`config.mk`:
```
export PLATFORM = sky130hd
export DESIGN_NAME = morse_decoder
export DESIGN_NICKNAME = d
export VERILOG_FILES = /design/src/rtl/morse_decoder.sv
export SDC_FILE = /design/constraint.sdc
export NUM_CORES = 1
export LEC_CHECK = 0
export BUFFER_PORTS_ARGS = -buffer_cell sky130_fd_sc_hd__clkbuf_2
export CAP_MARGIN = 25
export CORE_ASPECT_RATIO = 1.4
export CORE_MARGIN = 5
export CORE_UTILIZATION = 45
export CTS_CLUSTER_DIAMETER = 200
export DETAILED_ROUTE_END_ITERATION = 6
export PLACE_DENSITY = 0.62
export SLEW_MARGIN = 10
export SYNTH_ARGS = -nofsm -noshare
export SYNTH_HDL_FRONTEND = slang
export SYNTH_SLANG_ARGS = --single-unit
```
`constraint.sdc`:
```
create_clock -name Clock -period 2.21 [get_ports Clock]
set_input_delay 0.1105 -clock Clock [delete_from_list [all_inputs] [get_ports Clock]]
set_output_delay 0.1105 -clock Clock [all_outputs]
set_load 0.05 [all_outputs]
```
`src/rtl/morse_decoder.sv`:
```
// morse_decoder: samples a Morse key line at the unit rate, classifies marks
// as dots/dashes and decodes the letters S..Z into a 3-bit code.
// Optional build macro MORSE_DEC_ERROR_EN enables the error pulse; without it
// malformed characters are drained through the ERR state and dropped silently.
module morse_decoder #(
  parameter int unsigned TICK_COUNT = 25_000_000
) (
  input  logic       Clock,
  input  logic       reset_n,
  input  logic       key_in,
  output logic [2:0] letter,
  output logic       valid,
  output logic       error
);

  localparam int unsigned CW = $clog2(TICK_COUNT);
  localparam logic [CW-1:0] HALF_LOAD = CW'(TICK_COUNT / 2 - 1);
  localparam logic [CW-1:0] FULL_LOAD = CW'(TICK_COUNT - 1);

  typedef enum logic [1:0] {IDLE, MARK, SPACE, ERR} state_t;

  state_t        state, state_nxt;
  logic          key_m, key_s, key_d;
  logic          key_rise;
  logic [CW-1:0] tick_cnt;
  logic          tick;
  logic [3:0]    sym, sym_nxt;
  logic [2:0]    count, count_nxt;
  logic [2:0]    run, run_nxt;
  logic [1:0]    gap, gap_nxt;
  logic [3:0]    aligned;
  logic          match;
  logic [2:0]    match_code;
  logic          valid_nxt;
  logic [2:0]    letter_nxt;
`ifdef MORSE_DEC_ERROR_EN
  logic          error_nxt;
`endif

  assign key_rise = key_s & ~key_d;
  assign tick     = (tick_cnt == '0);

  // Two-flop synchronizer plus one delayed copy for rising-edge detection.
  always_ff @(posedge Clock or negedge reset_n) begin
    if (!reset_n) begin
      key_m <= 1'b0;
      key_s <= 1'b0;
      key_d <= 1'b0;
    end else begin
      key_m <= key_in;
      key_s <= key_m;
      key_d <= key_s;
    end
  end

  // Unit tick counter: parked at half a unit in IDLE so samples land mid-unit.
  always_ff @(posedge Clock or negedge reset_n) begin
    if (!reset_n)
      tick_cnt <= HALF_LOAD;
    else if (state == IDLE)
      tick_cnt <= HALF_LOAD;
    else if (tick_cnt == '0)
      tick_cnt <= FULL_LOAD;
    else
      tick_cnt <= tick_cnt - CW'(1);
  end

  // Left-align the collected symbols (first symbol in MSB) and look up the letter.
  always_comb begin
    case (count)
      3'd1:    aligned = {sym[0], 3'b000};
      3'd2:    aligned = {sym[1:0], 2'b00};
      3'd3:    aligned = {sym[2:0], 1'b0};
      default: aligned = sym;
    endcase
    match      = 1'b1;
    match_code = '0;
    case ({count, aligned})
      {3'd3, 4'b0000}: match_code = 3'd0; // S ...
      {3'd1, 4'b1000}: match_code = 3'd1; // T -
      {3'd3, 4'b0010}: match_code = 3'd2; // U ..-
      {3'd4, 4'b0001}: match_code = 3'd3; // V ...-
      {3'd3, 4'b0110}: match_code = 3'd4; // W .--
      {3'd4, 4'b1001}: match_code = 3'd5; // X -..-
      {3'd4, 4'b1011}: match_code = 3'd6; // Y -.--
      {3'd4, 4'b1100}: match_code = 3'd7; // Z --..
      default:         match      = 1'b0;
    endcase
  end

  // Next-state logic: mark/space classification on each unit tick.
  always_comb begin
    state_nxt  = state;
    sym_nxt    = sym;
    count_nxt  = count;
    run_nxt    = run;
    gap_nxt    = gap;
    valid_nxt  = 1'b0;
    letter_nxt = letter;
`ifdef MORSE_DEC_ERROR_EN
    error_nxt  = 1'b0;
`endif
    case (state)
      IDLE: begin
        sym_nxt   = '0;
        count_nxt = '0;
        run_nxt   = '0;
        gap_nxt   = '0;
        if (key_rise) state_nxt = MARK;
      end
      MARK: begin
        if (tick) begin
          if (key_s) begin
            if (run != 3'd7) run_nxt = run + 3'd1;
          end else if (run == 3'd0) begin
            // entry glitch that vanished before the first sample: no symbol
            state_nxt = IDLE;
          end else if (run >= 3'd4 || count == 3'd4) begin
            gap_nxt   = 2'd1;
            state_nxt = ERR;
          end else begin
            sym_nxt   = {sym[2:0], (run != 3'd1)};
            count_nxt = count + 3'd1;
            gap_nxt   = 2'd1;
            state_nxt = SPACE;
          end
        end
      end
      SPACE: begin
        if (tick) begin
          if (key_s) begin
            run_nxt   = 3'd1;
            state_nxt = MARK;
          end else if (gap == 2'd2) begin
            state_nxt = IDLE;
            if (match) begin
              valid_nxt  = 1'b1;
              letter_nxt = match_code;
            end
`ifdef MORSE_DEC_ERROR_EN
            else begin
              error_nxt = 1'b1;
            end
`endif
          end else begin
            gap_nxt = gap + 2'd1;
          end
        end
      end
      default: begin // ERR: drain until a 3-unit gap
        if (tick) begin
          if (key_s) begin
            gap_nxt = '0;
          end else if (gap == 2'd2) begin
            state_nxt = IDLE;
`ifdef MORSE_DEC_ERROR_EN
            error_nxt = 1'b1;
`endif
          end else begin
            gap_nxt = gap + 2'd1;
          end
        end
      end
    endcase
  end

  // State, symbol store and registered letter/valid outputs.
  always_ff @(posedge Clock or negedge reset_n) begin
    if (!reset_n) begin
      state  <= IDLE;
      sym    <= '0;
      count  <= '0;
      run    <= '0;
      gap    <= '0;
      letter <= '0;
      valid  <= 1'b0;
    end else begin
      state  <= state_nxt;
      sym    <= sym_nxt;
      count  <= count_nxt;
      run    <= run_nxt;
      gap    <= gap_nxt;
      letter <= letter_nxt;
      valid  <= valid_nxt;
    end
  end

`ifdef MORSE_DEC_ERROR_EN
  // Registered error pulse.
  always_ff @(posedge Clock or negedge reset_n) begin
    if (!reset_n) error <= 1'b0;
    else          error <= error_nxt;
  end
`else
  assign error = 1'b0;
`endif

endmodule
```
==> results.txt, run 1 <==
The die is 103 um tall. 8 I/O pins were placed. IR analysis of the VDD net gives a maximum drop of 405 uV. In this run the worst setup path begins at tick_cnt[6]$_DFF_PN0_. TritonCTS created 5 clock buffers.

The worst hold path class is in2async. Highest-delay cell along the critical path: sky130_fd_sc_hd__or4_4. At the worst endpoint, the required time is 2400 ps. The endpoint arrival time on the critical path is 2500 ps. The CTS sink count came out at 46. For this design the static power due to leakage is 1.60 nW. The run gives -97.6 ps as the slack of the critical path. Setup repair after global routing could not meet its margin everywhere. The congestion estimate from routability-driven global placement came to 0.819. The tools report the clock insertion delay at the later pin of the skew report as 290 ps. Once layout is complete, the utilization of the core stands at 61.8%.

The logs give 5 for the count of final setup violators and 10600 um for the wire length of the first global-routing pass. Global routing used 16.7% of the available met1 tracks. The remaining global-route overflow is 0. Sequential cells were found to cover 42.3% of the synthesized design area.

TritonCTS built the clock tree. Based on the critical path, the design can be clocked at up to 433 MHz. Hold violation count in the final report: 0. By instance count, the cell type seen most on the critical path is sky130_fd_sc_hd__or4_4. From synthesis to final layout, the design area changed by 31.7%. The initial antenna violation count was 0; the total global-route track usage was 16.4%.

After clock tree synthesis, the clock-pin slew on the worst setup and hold paths is 90 ps. The cell row count is 33, and the power per cell area is 686 nW/um2. The run gives 0 as the number of remaining DRC errors. In the synthesized netlist the dominant register cell turns out to be sky130_fd_sc_hd__dfrtp_1. Counting along the longest clock path gives a buffer depth of 2. The run gives 7840 um2 as the area enclosed by the die boundary. Global routing consumed, on the met2 layer, 33.8% of the routing resources. For this configuration, the core starts out at a cell density of 46.9%.

The worst setup path is captured at a register. The placed instance count was 417; the via count of the first global-routing pass was 2427. The tools report the clock group share of total power as 24.5%. The routed wire length came out at 6390 um. The total buffers and inverters traversed by the critical path is 0, and the share of synthesized flip-flops with an asynchronous set or reset is 100%. Averaged over all synthesized cells, the footprint is 9.23 um2. The critical path goes through or4_4 -> nor3_4 -> nand3_2 -> or4_4 -> a21oi_4 -> mux2_4. The number of pins exceeding their max-slew limit in the final report was 0; the distinct cell type count of the synthesized netlist was 56. Startpoint of the lowest-slack register-to-register path: tick_cnt[6]$_DFF_PN0_. The flow ran to the end, but the final reports show violations. For the net load switching power, the log shows 0.000886 W.

The share of post-route cells with drive strength above 1 was 35.6%; the final critical-path share of the clock period was 104%. Synthesis produced a netlist with a net count of 319. In the final routed layout, each cell accounts on average for 14.6 um.

The cell count after synthesis is 300. The repair_antennas step left the layout with diodes totalling 0. The run gives 438 as the post-layout instance count excluding filler cells. CTS built an H-tree with a depth of 2. In this run the worst path has a maximum fanout of 4. The startpoint type of the worst setup path is a register. In this run, flip-flops and latches consume 39.1% of the power. In this run, synthesis produced a sequential element count of 46. Category of the critical setup timing path: reg2reg.

Counting flops with a built-in enable in the synthesized netlist gives 0. The die is 76.3 um wide. The total via count in the routed design is 2358.

Buffers placed on the I/O ports in this run total 6. On the worst path, the slowest cell contributes a delay of 540 ps. The checks that failed: setup timing. In this run switching power makes up 35.4% of total power.

The mapped cell area is 2770 um2. The HPWL reported at the end of detailed placement came out at 4520 um. The layer flagged by global routing as most heavily used is met2.

Max-cap violations in this run came to 0. The tools report the final worst clock skew as 9.11 ps. The maximum number of pins on one net before global-route repair is 47.

The routed design could run at a clock period as short as 2310 ps. The tools report the internal portion of total power as 0.00161 W. The first routing iteration left 69 violations.

The clock tree root buffer cell is sky130_fd_sc_hd__clkbuf_8. The Yosys step of the flow raised 0 warnings. Dividing the detail-routed via count by the number of cells gives 5.38. Before antenna repair, the detailed router went through 6 iterations. The total area inside the core boundary comes to 5900 um2. After the last flow step, the layout net total stands at 386. The count of nets left with antenna violations once routing finished came out at 0.

The largest delay contributor family on the critical path was simple AND/OR/NAND/NOR gates. Combinational cells account for 36.3% of the total power. Global routing used 2.27% of the available met3 tracks.
[final cells by class]
class,instances,area (um2)
Inverter,17,63.8
Clock buffer,5,68.8
Timing Repair Buffer,71,543
Sequential cell,46,1170
Multi-Input combinational cell,226,1670
Clock inverter,3,40.0
Tap cell,70,87.6
Fill cell,515,2260
[logic make-up (layout without fill, tap and decap cells)]
family | after synthesis | in the layout | synth area share, %
muxes | 4 | 4 | 1.54
AOI/OAI and AO/OA | 64 | 64 | 15.5
other | 1 | 1 | 0.135
xor gates and xnor gates | 18 | 18 | 5.70
DFF | 46 | 46 | 42.3
adders and majority gates | 16 | 16 | 7.23
buffers and inverters | 28 | 96 | 4.07
and+or+nand+nor | 123 | 123 | 23.5
[sequential cells by signal, indices dropped and copies added (netlist names)]
signal and flops:
count 3, gap 2, key_d 1, key_m 1, key_s 1, letter 3
run 3, state 2, sym 4, tick_cnt 25, valid 1
[metal layers]
metal / vias up / routed length (um) / share of wire (%)
li1: 1179 / - / -
met2: 32 / 3610 / 56
met3: 12 / 136 / 2.1
met5: - / 0 / 0
met1: 1135 / 2510 / 39
met4: 0 / 136 / 2.1
[through the flow]
stage          hold slack, ps  power, W  instance area (um2)  TNS [ps]  setup WS (ps)
2_1_floorplan            -185   0.00149                 2820     -54.8          -54.8
3_3_place_gp              116   0.00176                 3280      -154          -92.8
3_5_place_dp              114   0.00178                 3280      -282           -115
4_1_cts                   329   0.00242                 3470      -132          -94.4
5_1_grt                   380   0.00265                 3650      -701           -148
6_report                  337   0.00250                 3650      -238          -97.6
[cell usage in the layout, fill, tap and decap left out, types with 3 or more instances in the layout]
master	Yosys	routed
sky130_fd_sc_hd__nor2_1	27	26
sky130_fd_sc_hd__nand3b_1	3	3
sky130_fd_sc_hd__dfrtp_1	30	30
sky130_fd_sc_hd__clkbuf_2	0	6
sky130_fd_sc_hd__clkbuf_8	0	5
sky130_fd_sc_hd__o21ai_0	18	17
sky130_fd_sc_hd__nand3_1	4	3
sky130_fd_sc_hd__nor2b_1	4	3
sky130_fd_sc_hd__buf_4	1	60
sky130_fd_sc_hd__o21a_1	4	4
sky130_fd_sc_hd__or3_1	6	5
sky130_fd_sc_hd__nor4_1	5	5
sky130_fd_sc_hd__or4_4	2	3
sky130_fd_sc_hd__nand2_1	37	36
sky130_fd_sc_hd__nor3_1	10	8
sky130_fd_sc_hd__xor2_1	3	3
sky130_fd_sc_hd__a21oi_1	13	12
sky130_fd_sc_hd__nand2b_1	7	7
sky130_fd_sc_hd__o21bai_1	3	3
sky130_fd_sc_hd__ha_1	16	14
sky130_fd_sc_hd__xnor2_1	15	15
sky130_fd_sc_hd__dfstp_2	16	16
sky130_fd_sc_hd__inv_1	17	15
[tightest hold or removal path: stages]
cell and delay (ps):
sky130_fd_sc_hd__dlygate4sd3_1 530, sky130_fd_sc_hd__clkbuf_2 120, sky130_fd_sc_hd__buf_12 250
[repair_timing]
action | in CTS | in global routing
setup buffers | 7 | 4
hold endpoints to repair | 31 | 0
setup endpoints to repair | 10 | 22
hold buffers | 2 | 0
pin swaps | 6 | 6
gates resized for setup | 4 | 26
[synthesized netlist by cell type, types with 2 or more instances]
cell type,number,area (um2)
sky130_fd_sc_hd__nand2_1,37,139
sky130_fd_sc_hd__dfrtp_1,30,751
sky130_fd_sc_hd__nor2_1,27,101
sky130_fd_sc_hd__o21ai_0,18,90.1
sky130_fd_sc_hd__inv_1,17,63.8
sky130_fd_sc_hd__dfstp_2,16,420
sky130_fd_sc_hd__ha_1,16,200
sky130_fd_sc_hd__xnor2_1,15,131
sky130_fd_sc_hd__a21oi_1,13,65.1
sky130_fd_sc_hd__nor3_1,10,50.1
sky130_fd_sc_hd__clkbuf_1,7,26.3
sky130_fd_sc_hd__nand2b_1,7,43.8
sky130_fd_sc_hd__or3_1,6,37.5
sky130_fd_sc_hd__nor4_1,5,31.3
sky130_fd_sc_hd__nand3_1,4,20.0
sky130_fd_sc_hd__nor2b_1,4,25.0
sky130_fd_sc_hd__o21a_1,4,30.0
sky130_fd_sc_hd__buf_2,3,15.0
sky130_fd_sc_hd__nand3b_1,3,22.5
sky130_fd_sc_hd__o21bai_1,3,22.5
sky130_fd_sc_hd__o31ai_1,3,22.5
sky130_fd_sc_hd__o41ai_1,3,26.3
sky130_fd_sc_hd__or4_1,3,22.5
sky130_fd_sc_hd__xor2_1,3,26.3
sky130_fd_sc_hd__a211o_1,2,17.5
sky130_fd_sc_hd__a21o_1,2,15.0
sky130_fd_sc_hd__and2_1,2,12.5
sky130_fd_sc_hd__and3_1,2,12.5
sky130_fd_sc_hd__mux2i_1,2,20.0
sky130_fd_sc_hd__nor4_2,2,25.0
sky130_fd_sc_hd__nor4b_1,2,17.5
sky130_fd_sc_hd__o211ai_1,2,15.0
sky130_fd_sc_hd__o21ba_2,2,20.0
sky130_fd_sc_hd__o22ai_1,2,12.5
sky130_fd_sc_hd__or4_4,2,22.5
[final timing paths]
| kind | cells after the start | end | slack [ps] |
|---|---|---|---|
| min | 3 | sym[1]$_DFFE_PN0P_ | 340 |
| max in group asynchronous | 3 | tick_cnt[12]$_DFF_PN1_ | 1600 |
| max reg2reg | 6 | letter[0]$_DFFE_PN0P_ | -100 |
| min reg2reg | 0 | key_s$_DFF_PN0_ | 360 |
| min in group Clock | 0 | key_s$_DFF_PN0_ | 360 |
| max | 6 | letter[0]$_DFFE_PN0P_ | -100 |
[power groups by stage]
stage | Clock (W) | Sequential [W] | Combinational, W
after floorplan | 0 | 0.000975 | 0.000520
after global placement | 0 | 0.000991 | 0.000772
after detailed placement | 0 | 0.000993 | 0.000786
after CTS | 0.000635 | 0.000978 | 0.000805
after global routing | 0.000660 | 0.000991 | 0.000998
final | 0.000613 | 0.000978 | 0.000909
No activity file was read; power rests on OpenSTA's default activity.
==> run 2, diff against run 1 <==
- PLACE_DENSITY: 0.62 -> 0.6
- SLEW_MARGIN: 10 -> 20
- clock period: 2.21 -> 2.3 ns (I/O delays scaled with it)
==> results.txt, run 2 (synthesis gave the netlist of run 1 again) <==
The endpoint arrival time on the critical path was 2480 ps (-20 ps). The worst hold path class was reg2reg. Delay of the slowest cell on the worst path: 530 ps (about the same). For the final worst clock skew, the log shows 12.7 ps (+3.57 ps). tick_cnt holds more flip-flops than any other register. The top cell types in the final layout, fill and taps aside, are 45 x sky130_fd_sc_hd__buf_4, 36 x sky130_fd_sc_hd__nand2_1, 30 x sky130_fd_sc_hd__dfrtp_1, 26 x sky130_fd_sc_hd__nor2_1. The total via count in the routed design is 2301 (-2.4%), and the maximum fanout count along the critical path is 5 (+1). The share of post-route cells with drive strength above 1 was 30.0% (-5.6 points); the remaining global-route overflow was 0 (unchanged).

The logs give 0 (unchanged) for the final antenna-violating net count and 5 (unchanged) for the number of CTS-inserted buffers. The placed instance count is 410 (-1.7%). The die span in y is 103 um (unchanged), and the H-tree level count is 2 (unchanged).

The hold violation count in the final report came out at 0 (unchanged). The power per cell area is 695 nW/um2 (+1.4%). The number of nets in the finished design came out at 371 (-3.9%). The share of the core filled with cells in the final layout is 59.4% (-2.4 points), and the total global-route track usage is 16.9% (+0.51 points). The post-detailed-route via-to-cell ratio was 5.44 (+1.0%).

The reported max-cap violation count came out at 0 (unchanged). The count of antenna diodes in the layout is 0 (unchanged), and the endpoint required time on the critical path is 2500 ps (+100 ps). Final critical-path share of the clock period: 99.1% (-5.3 points). Maximum operating frequency: 439 MHz (+1.2%). The setup path with the least slack is of type reg2reg. The tools report the via count of the first global-routing pass as 2380 (-1.9%). The largest individual stage delay along the critical path comes from the cell sky130_fd_sc_hd__or4_4.

The total buffers and inverters traversed by the critical path works out to 0 (unchanged). In the final layout, the registers with the most flip-flops are tick_cnt x25, sym x4. The CTS sink count came out at 46 (unchanged).

TritonCTS built the clock tree. The total negative setup slack was 0 ps (+238 ps). The library cell used most frequently in the layout, excluding fill and tap cells, is sky130_fd_sc_hd__buf_4. Setup repair after global routing could not meet its margin everywhere. The run gives 5900 um2 (unchanged) as the total core area. The worst setup path is captured at a register. The tools report the HPWL reported at the end of detailed placement as 4570 um (+1.1%).

The starting density of the core came out at 46.9% (unchanged). In this run the most used layer during global routing was met2. The logs give 0 (unchanged) for the initial antenna violation count and 388 uV (-4.0%) for the maximum vdd ir drop.

Routed wire length per instance: 14.5 um (-0.67%). The clock period minus worst slack works out to 2280 ps (-27.4 ps). The initial DRC count was 138 (+100%); the CTS clock-pin slew for the worst setup and hold paths was 90 ps (about the same). The total leakage power was 1.51 nW (-5.8%); the met2 demand-to-capacity share in global routing was 32.9% (-0.92 points).

The flow ran to the end, and the final reports show no timing, DRC or antenna violations. The width of the die is 76.3 um (unchanged). The run gives 0.790 (-3.5%) as the placer congestion estimate. The number of flip-flops under the largest register name was 25 (unchanged).

The worst pin sits at a relative slew slack of 43.8%. The cell sitting at the root of the clock tree is a sky130_fd_sc_hd__clkbuf_8. The critical path goes through or4_4 -> nor3_4 -> nand3_4 -> or4_4 -> a21oi_4 -> mux2_4. The detailed-router iteration count before antenna repair was 4 (-2). The cell that appears most often on the critical path is sky130_fd_sc_hd__or4_4. The post-layout instance count excluding filler cells is 423 (-3.4%), and the area enclosed by the die boundary is 7840 um2 (unchanged). The largest delay contributor family on the critical path was simple AND/OR/NAND/NOR gates. Clock insertion delay at the later pin of the skew report: 300 ps (about the same).

The maximum number of pins on one net before global-route repair is 34 (-28%). The met3 routing resource usage after global routing is 2.53% (+0.26 points). STA classifies the critical path startpoint as a register. For the setup slack of the worst register-to-register path, the log shows 20 ps (+120 ps). The count of input and output buffers was 6 (unchanged). The top-level port count is 8 (unchanged). The transition at the pin with the smallest max-transition slack was 842 ps; the cell row count was 33 (unchanged). The clock tree buffer depth is 2 (unchanged), and the number of remaining DRC errors is 0 (unchanged). The global routing met1 resource utilization was 18.2% (+1.5 points); the area growth from synthesis to layout was 26.6%. The run gives 6130 um (-4.1%) as the routed wire length. Count of final setup violators: 0 (-5). The number of pins exceeding their max-slew limit in the final report is 0 (unchanged). Wire length of the first global-routing pass: 10800 um (+1.6%).
==> run 2: changes by cell type in the layout (fill, tap and decap cells not counted), sizes merged <==
| cell | delta |
|---|---|
| bufinv | +1 |
| clkdlybuf4s15 | +1 |
| clkinv | -1 |
| buf | -16 |
==> run 2: final timing paths <==
kind / start / cells after the start / endpoint
min in group asynchronous: reset_n / 2 / run[1]$_DFFE_PN0P_
hold / removal: key_m$_DFF_PN0_ / 0 / key_s$_DFF_PN0_
setup reg to reg: tick_cnt[6]$_DFF_PN0_ / 6 / letter[0]$_DFFE_PN0P_
max in group asynchronous: reset_n / 3 / tick_cnt[11]$_DFF_PN1_
setup / recovery: tick_cnt[6]$_DFF_PN0_ / 6 / letter[0]$_DFFE_PN0P_
hold reg to reg: key_m$_DFF_PN0_ / 0 / key_s$_DFF_PN0_
==> run 2: metal layers <==
layer,vias up,share of wire [%]
li1,1158,-
met1,1111,41
met2,20,55
met3,12,1.9
met4,0,2.3
met5,-,0
==> run 2: stage by stage <==
step | setup slack (ps) | hold slack (ps) | instance area, um2 | power, W
after floorplan | 6.00 | -181 | 2810 | 0.00144
after global placement | -5.31 | 229 | 3220 | 0.00168
after detailed placement | -32.6 | 228 | 3220 | 0.00170
after CTS | 0.0564 | 364 | 3400 | 0.00243
after global routing | -71.9 | 366 | 3500 | 0.00262
final | 19.8 | 360 | 3500 | 0.00244
==> run 2: report_power, final <==
part           switching [W]  internal [W]
clock network       0.000288      0.000435
registers          0.0000541      0.000884
logic               0.000478      0.000298
==> run 2: area by class of cell <==
| type | instances | area [um2] |
|---|---|---|
| clock buffers | 5 | 68.8 |
| clock inverters | 3 | 68.8 |
| fillers | 539 | 2400 |
| inverters | 17 | 63.8 |
| multi-input cells | 226 | 1610 |
| flip-flops and latches | 46 | 1170 |
| well taps | 70 | 87.6 |
| repair buffers | 56 | 430 |
==> run 2: timing repair <==
item | 4_1_cts | 5_1_grt
endpoints found under the setup margin | 1 | 18
endpoints found under the hold margin | 19 | 0
hold buffers | 2 | 0
buffers inserted | 0 | 2
resized for setup | 2 | 16
cloned | 0 | 1
pin swaps | 2 | 6
